<file path="config.mk">
export PLATFORM = sky130hd
export DESIGN_NAME = z80_interrupt_controller
export DESIGN_NICKNAME = d
export VERILOG_FILES = /design/src/rtl/z80_interrupt_controller.sv
export SDC_FILE = /design/constraint.sdc
export NUM_CORES = 1
export LEC_CHECK = 0
export ABC_AREA = 1
export ABC_CLOCK_PERIOD_IN_PS = 2300
export CAP_MARGIN = 20
export CORE_UTILIZATION = 55
export CTS_CLUSTER_SIZE = 24
export DETAILED_ROUTE_END_ITERATION = 16
export PLACE_DENSITY = 0.8
export SLEW_MARGIN = 10
export SYNTH_ARGS = -nofsm -noshare
export SYNTH_HDL_FRONTEND = slang
export SYNTH_SLANG_ARGS = --single-unit
export TNS_END_PERCENT = 30
</file>
<file path="constraint.sdc">
create_clock -name i_clk -period 2.3 [get_ports i_clk]
set_input_delay 0.46 -clock i_clk [delete_from_list [all_inputs] [get_ports i_clk]]
set_output_delay 0.46 -clock i_clk [all_outputs]
set_load 0.005 [all_outputs]
</file>
<file path="src/rtl/z80_interrupt_controller.sv">
// rtl/z80_interrupt_controller.sv - Z80 IM2 vectored interrupt controller with mask/pend/mode registers
module z80_interrupt_controller #(
    parameter int SYNC_STAGES = 2
) (
    input  logic       i_clk,
    input  logic       i_reset_n,
    input  logic       i_cs_n,
    input  logic       i_rd_n,
    input  logic       i_wr_n,
    input  logic       i_m1_n,
    input  logic       i_iorq_n,
    input  logic [1:0] i_addr,
    input  logic [7:0] i_data,
    output logic [7:0] o_data,
    output logic       o_data_oe,
    input  logic [7:0] i_irq,
    output logic       o_int
);

    typedef enum logic {
        IDLE = 1'b0,
        ACK  = 1'b1
    } state_t;

    localparam logic [1:0] ADDR_VEC  = 2'd0;
    localparam logic [1:0] ADDR_MASK = 2'd1;
    localparam logic [1:0] ADDR_PEND = 2'd2;
    localparam logic [1:0] ADDR_MODE = 2'd3;

    state_t                         state_q, state_d;
    logic [SYNC_STAGES-1:0][7:0]    sync_q, sync_d;
    logic [7:0]                     s_prev_q, s_prev_d;
    logic [3:0]                     base_q, base_d;
    logic [7:0]                     mask_q, mask_d;
    logic [7:0]                     mode_q, mode_d;
    logic [7:0]                     pend_q, pend_d;
    logic [7:0]                     vec_q, vec_d;
    logic [2:0]                     ack_id_q, ack_id_d;
    logic [2:0]                     last_id_q, last_id_d;
    logic                           spurious_q, spurious_d;
    logic                           int_q, int_d;

    logic [7:0] s;
    logic [7:0] eligible;
    logic [2:0] win_id;
    logic       wr_en;
    logic       ack_start;
    logic       ack_end;
    logic [7:0] clr_wr;
    logic [7:0] clr_ack;
    logic [7:0] set_edge;
    logic [7:0] edge_next;

    assign s         = sync_q[SYNC_STAGES-1];
    assign eligible  = pend_q & mask_q;
    assign wr_en     = ~i_cs_n & ~i_wr_n;
    assign ack_start = (state_q == IDLE) & ~i_m1_n & ~i_iorq_n;
    assign ack_end   = (state_q == ACK) & (i_m1_n | i_iorq_n);

    // Lowest-numbered eligible source wins; 7 stands in when nothing is eligible
    always_comb begin
        win_id = 3'd7;
        for (int n = 7; n >= 0; n--) begin
            if (eligible[n]) begin
                win_id = 3'(n);
            end
        end
    end

    // Next-state for synchronizers, registers, pending bits and the acknowledge FSM
    always_comb begin
        sync_d     = sync_q;
        s_prev_d   = s;
        base_d     = base_q;
        mask_d     = mask_q;
        mode_d     = mode_q;
        state_d    = state_q;
        vec_d      = vec_q;
        ack_id_d   = ack_id_q;
        last_id_d  = last_id_q;
        spurious_d = spurious_q;
        int_d      = |eligible;

        sync_d[0] = i_irq;
        for (int k = 1; k < SYNC_STAGES; k++) begin
            sync_d[k] = sync_q[k-1];
        end

        if (wr_en) begin
            case (i_addr)
                ADDR_VEC:  base_d = i_data[7:4];
                ADDR_MASK: mask_d = i_data;
                ADDR_MODE: mode_d = i_data;
                default:   ;
            endcase
        end

        // Edge sources: set beats clear when both land on the same cycle
        clr_wr    = (wr_en && i_addr == ADDR_PEND) ? i_data : 8'h00;
        clr_ack   = (ack_end && !spurious_q) ? (8'h01 << ack_id_q) : 8'h00;
        set_edge  = s & ~s_prev_q;
        edge_next = (pend_q & ~(clr_wr | clr_ack)) | set_edge;
        pend_d    = (mode_q & edge_next) | (~mode_q & s);

        case (state_q)
            IDLE: begin
                if (ack_start) begin
                    state_d    = ACK;
                    vec_d      = {base_q, win_id, 1'b0};
                    ack_id_d   = win_id;
                    last_id_d  = win_id;
                    spurious_d = ~|eligible;
                end
            end
            ACK: begin
                if (ack_end) begin
                    state_d = IDLE;
                end
            end
            default: state_d = IDLE;
        endcase
    end

    // State register with synchronous active-low reset
    always_ff @(posedge i_clk) begin
        if (!i_reset_n) begin
            state_q    <= IDLE;
            sync_q     <= '0;
            s_prev_q   <= 8'h00;
            base_q     <= 4'h0;
            mask_q     <= 8'h00;
            mode_q     <= 8'h00;
            pend_q     <= 8'h00;
            vec_q      <= 8'h00;
            ack_id_q   <= 3'd0;
            last_id_q  <= 3'd0;
            spurious_q <= 1'b0;
            int_q      <= 1'b0;
        end else begin
            state_q    <= state_d;
            sync_q     <= sync_d;
            s_prev_q   <= s_prev_d;
            base_q     <= base_d;
            mask_q     <= mask_d;
            mode_q     <= mode_d;
            pend_q     <= pend_d;
            vec_q      <= vec_d;
            ack_id_q   <= ack_id_d;
            last_id_q  <= last_id_d;
            spurious_q <= spurious_d;
            int_q      <= int_d;
        end
    end

    // Read mux; the frozen vector takes over the bus during acknowledge
    always_comb begin
        o_data = 8'h00;
        if (state_q == ACK) begin
            o_data = vec_q;
        end else begin
            case (i_addr)
                ADDR_VEC:  o_data = {base_q, last_id_q, 1'b0};
                ADDR_MASK: o_data = mask_q;
                ADDR_PEND: o_data = pend_q;
                ADDR_MODE: o_data = mode_q;
                default:   o_data = 8'h00;
            endcase
        end
    end

    assign o_data_oe = (~i_cs_n & ~i_rd_n) | (state_q == ACK);
    assign o_int     = int_q;

endmodule
</file>
Word level (Yosys, flattened, before mapping) --
Cells that the tools add are included.
Word-level totals: bits in registers 65, input port bits 25, output and inout bits 10, logic and storage cells 64
Cells by class: equal/unequal tests 3, shift operators 1, multiplexer cells 14, bitwise gates (word level) 24, reductions and logical operators 10
Operator list (count):
- $and 8x8->8 | 5
- $pmux 8 s4 | 1
- $mux 8 | 3
- $not 8->8 | 3
- $or 8x8->8 | 3
- $mux 3 | 4
- $reduce_and 2->1 | 4
- $reduce_or 8->1 | 1
- $shl 1x3->8 const A | 1
- $not 1->1 | 6
- $and 1x1->1 | 5
- $eq 2x2->1 const B | 2
- $mux 2 | 2
- $mux 1 | 3
- $eq 2x1->1 const B | 1
- $logic_and 1x1->1 | 2
- $logic_not 1->1 | 2
- $logic_not 2->1 | 1
- $or 1x1->1 | 2
- $pmux 1 s2 | 1

Longest topological paths before layout --
depth in word-level cells 10, mapped depth 9, mapped depth without buffers 9

Worst setup path after synthesis --
OpenSTA, ideal clock, no wires.
path type input to output, start point in i_addr[0], end point out o_data[5], data arrival time 1.069 ns, data required time 1.840 ns, path slack 0.771 ns, stages 4, buffers on the path 0, path through nor2_1 -> inv_1 -> o21ai_0 -> o21ai_0
On the way: longest elaborated chain between the ends 3, elaborated cells between the ends (all ways) 6, classes of those cells eq/ne (3); mux (2); reduce/logical (1)
RTL lines:
- start: declaration | line 12 | input logic [1:0] i_addr,
- $eq 2x2->1, or another cell as far along | line 161 | case (i_addr)
- $pmux 8 s4 * | line 161
- $mux 8 * | line 158 | if (state_q == ACK) begin
- end: declaration | line 14 | output logic [7:0] o_data,
Mark *: on every way between the ends. The rest lies on a longest branch, timed or not.

Worst setup path in the final report --
start point in i_addr[1], end point out o_data[4]
Same word-level chain as after synthesis.

==> impl_metrics.env <==
export IMPL_crit_buf_inv=4
export IMPL_die_area_um2=5020
export IMPL_dpl_instance_area_um2=3020
export IMPL_grt_start_max_net_pins=27
export IMPL_fillCellCount=390
export IMPL_slowest_stage="clkdlybuf4s50_1"
export IMPL_worstHoldPathType="register to register"
export IMPL_antenna_cells=0
export IMPL_synth_edff_count=0
export IMPL_finalSetupTns_ps=0
export IMPL_dr_pass1_iters=6
export IMPL_tritoncts="yes"
export IMPL_fin_ws_ps=98.7
export IMPL_cts_setup_buffers=0
export IMPL_combPwrFrac_pct=9.9
export IMPL_ys_types=29
export IMPL_p_clk_share_pct=40.1
export IMPL_yosys_top_cells_area="dfxtp_1 48%, nand2_1 14%, inv_1 6.8%"
export IMPL_synth_top_area_share_pct=47.6
export IMPL_grt_pass1_wl_um=9680
export IMPL_fin_skew_ps=5.62
export IMPL_synth_top_cells_by_count="95 x nand2_1, 62 x dfxtp_1, 47 x inv_1, 45 x nor2_1, 33 x o21ai_0"
export IMPL_initial_core_util_pct=58.7
export IMPL_finalHoldViolCount=0
export IMPL_min_period_ps=2200
export IMPL_io_pins=35
export IMPL_maxCapViolCount=0
export IMPL_fin_area_um2=3210
export IMPL_dp_hpwl_um=4170
export IMPL_drc=0
export IMPL_insertion_delay_ps=350
export IMPL_cp_start_kind="primary input"
export IMPL_multiInputGateArea_um2=1120
export IMPL_syn_instance_count=359
export IMPL_slew_violations=0
export IMPL_rsz0062_at_grt="false"
export IMPL_gp_congestion=0.953
export IMPL_slew_limit_headroom_pct=69.5
export IMPL_max_freq_mhz=454
export IMPL_dieWidth_um=70.9
export IMPL_clkSlewWorstSetupHoldPaths_ps=60
export IMPL_powerDensity_nw_per_um2=716
export IMPL_crit_path_frequent_cell="o21ai_0"
export IMPL_sw_frac_of_total_pct=24.0
export IMPL_path_delay_family="buffers and inverters"
export IMPL_status="complete, no violations"
export IMPL_dp_slack_ps=-424
export IMPL_timing_final_crit_share_pct=95.7
export IMPL_ys_warn_count=0
export IMPL_antenna_found_initial=0
export IMPL_h_tree_depth=3
export IMPL_io_buffers=34
export IMPL_drive_gt1_share_pct=11.1
export IMPL_cp_end_kind="output port"
export IMPL_crit_type="primary input to output port"
export IMPL_cp_arrival_ps=1740
export IMPL_synth_ff_type="dfxtp_1"
export IMPL_vdd_ir_drop_max_uv=478
export IMPL_routed_wl_um=5540
export IMPL_chipHeight_um=70.9
export IMPL_synthesis_nets=384
export IMPL_clkSinkCount=62
export IMPL_p_switching_uw=550
export IMPL_grt_overflow=0
export IMPL_route_vias_total=2364
export IMPL_grt_usage_pct=25.2
export IMPL_grt_pass1_vias=2301
export IMPL_tightest_slew_ps=456
export IMPL_cts_inserted_buffers=9
export IMPL_detail_route_antenna_nets=0
export IMPL_cpPeakStageDelay_ps=500
export IMPL_placementRows=24
export IMPL_yosysTopAreaCell="dfxtp_1"
export IMPL_p_int_mw=1.74
export IMPL_crit_chain="buf_2 > buf_4 > inv_1 > o21ai_0 > o211ai_1 > o21ai_0 > o21ai_1 > clkdlybuf4s50_1"
export IMPL_ys_seq_area_share_pct=47.6
export IMPL_coreArea_um2=4440
export IMPL_routedWlPerCell_um=12.1
export IMPL_yosysMostFrequentCell="nand2_1"
export IMPL_area_growth_pct=22.9
export IMPL_drtIter0Drc=215
export IMPL_setup_viol=0
export IMPL_postSynthAreaPerCell_um2=7.27
export IMPL_power_leakage_nw=1.50
export IMPL_seqCellArea_um2=1240
export IMPL_synth_cell_area_um2=2610
export IMPL_cts_hold_buf=0
export IMPL_clockBufferDepth=2
export IMPL_seqPwrFrac_pct=50.0
export IMPL_ys_ff_latch=62
export IMPL_cp_max_fo=5
export IMPL_viasPerCell=5.16
export IMPL_async_flop_share_pct=0
export IMPL_final_nets=427
export IMPL_root_buffer="clkbuf_8"
export IMPL_required_ps=1840
tightest hold or removal path, stage by stage, from the launching register on:
cell	delay, ps
dfxtp_1	300
nand2_1	50
inv_1	40
per-stage QoR:
step	hold slack (ps)	utilization (%)	instances	power (mW)
final	414	72.1	458	2.29
after global routing	437	72.1	458	2.39
after CTS	416	72.2	458	2.32
after detailed placement	398	68.0	443	1.40
after global placement	392	68.0	443	1.39
after floorplan	390	-	359	1.28
path summary, 6_finish.rpt:
path	startpoint	endpoint	slack, ps	depth (start not counted)
max reg2reg	state_q$_SDFF_PN0_	pend_q[7]$_SDFF_PN0_	900	5
max	i_addr[1]	o_data[4]	100	8
min	sync_d[12]$_SDFF_PN0_	s[4]$_SDFF_PN0_	410	2
min reg2reg	sync_d[12]$_SDFF_PN0_	s[4]$_SDFF_PN0_	410	2
sequential cells by signal (all words and copies together) (netlist names):
name and count:
mask_q 8, mode_q 8, pend_q 8, s 8
s_prev_q 8, sync_d 8, vec_q 5, base_q 4
last_id_q 2, o_int 1, spurious_q 1, state_q 1
logic make-up after synthesis:
group / after synthesis / share of synthesized area [%]
compound gates: 69 / 14.7
flops: 62 / 47.6
buf+inv: 61 / 9.54
simple gates: 167 / 28.2
power by group through the flow:
stage               registers [mW]  logic, mW  clock network (mW)
global route                  1.15      0.254               0.982
floorplan                     1.16      0.120                   0
CTS                           1.15      0.228               0.948
global placement              1.17      0.225                   0
detailed placement            1.17      0.229                   0
finish                        1.15      0.227               0.920
layer usage:
layer / share of wire (%) / GRT usage [%] / up-vias
met3: 7.1 / 9.40 / 9
met5: 0 / 0 / -
met4: 1.8 / 13.6 / 0
met2: 48 / 40.3 / 78
li1: - / - / 1218
met1: 43 / 29.5 / 1059
cells in the final DEF, fill, tap and decap left out:
cell type / instances
nand2_1: 95
dfxtp_1: 61
inv_1: 46
nor2_1: 44
o21ai_0: 31
clkdlybuf4s50_1: 29
a21oi_1: 18
clkbuf_8: 10
buf_4: 9
nand4_1: 8
nand3_1: 8
o21ai_1: 7
nand2_4: 3
inv_2: 3
o21ai_2: 3
o22ai_1: 2
o211ai_1: 2
nor2_4: 2
a41oi_1: 2
nor3_1: 2
a211oi_1: 2
clkinv_2: 2
dlygate4sd2_1: 2
nor2_2: 1
inv_4: 1
nor2_8: 1
nand2_2: 1
a21oi_2: 1
nor3_2: 1
nor3_4: 1
a31o_2: 1
clkbuf_1: 1
clkinvlp_4: 1
bufinv_16: 1
clkbuf_2: 1
buf_2: 1
dlymetal6s2s_1: 1
dfxtp_2: 1
timing repair:
action / in CTS / in global routing
setup endpoints to repair: 8 / 6
hold endpoints to repair: 0 / 0
resized for setup: 8 / 8
layout make-up:
type                    instances  share of cell area, %
clock inverters                 4                   1.48
multi-input cells             236                   35.0
clock buffers                  11                   4.41
well taps                      52                   2.03
inverters                      50                   5.93
flip-flops and latches         62                   38.8
repair buffers                 43                   12.4
No activity file was read; power rests on OpenSTA's default activity.
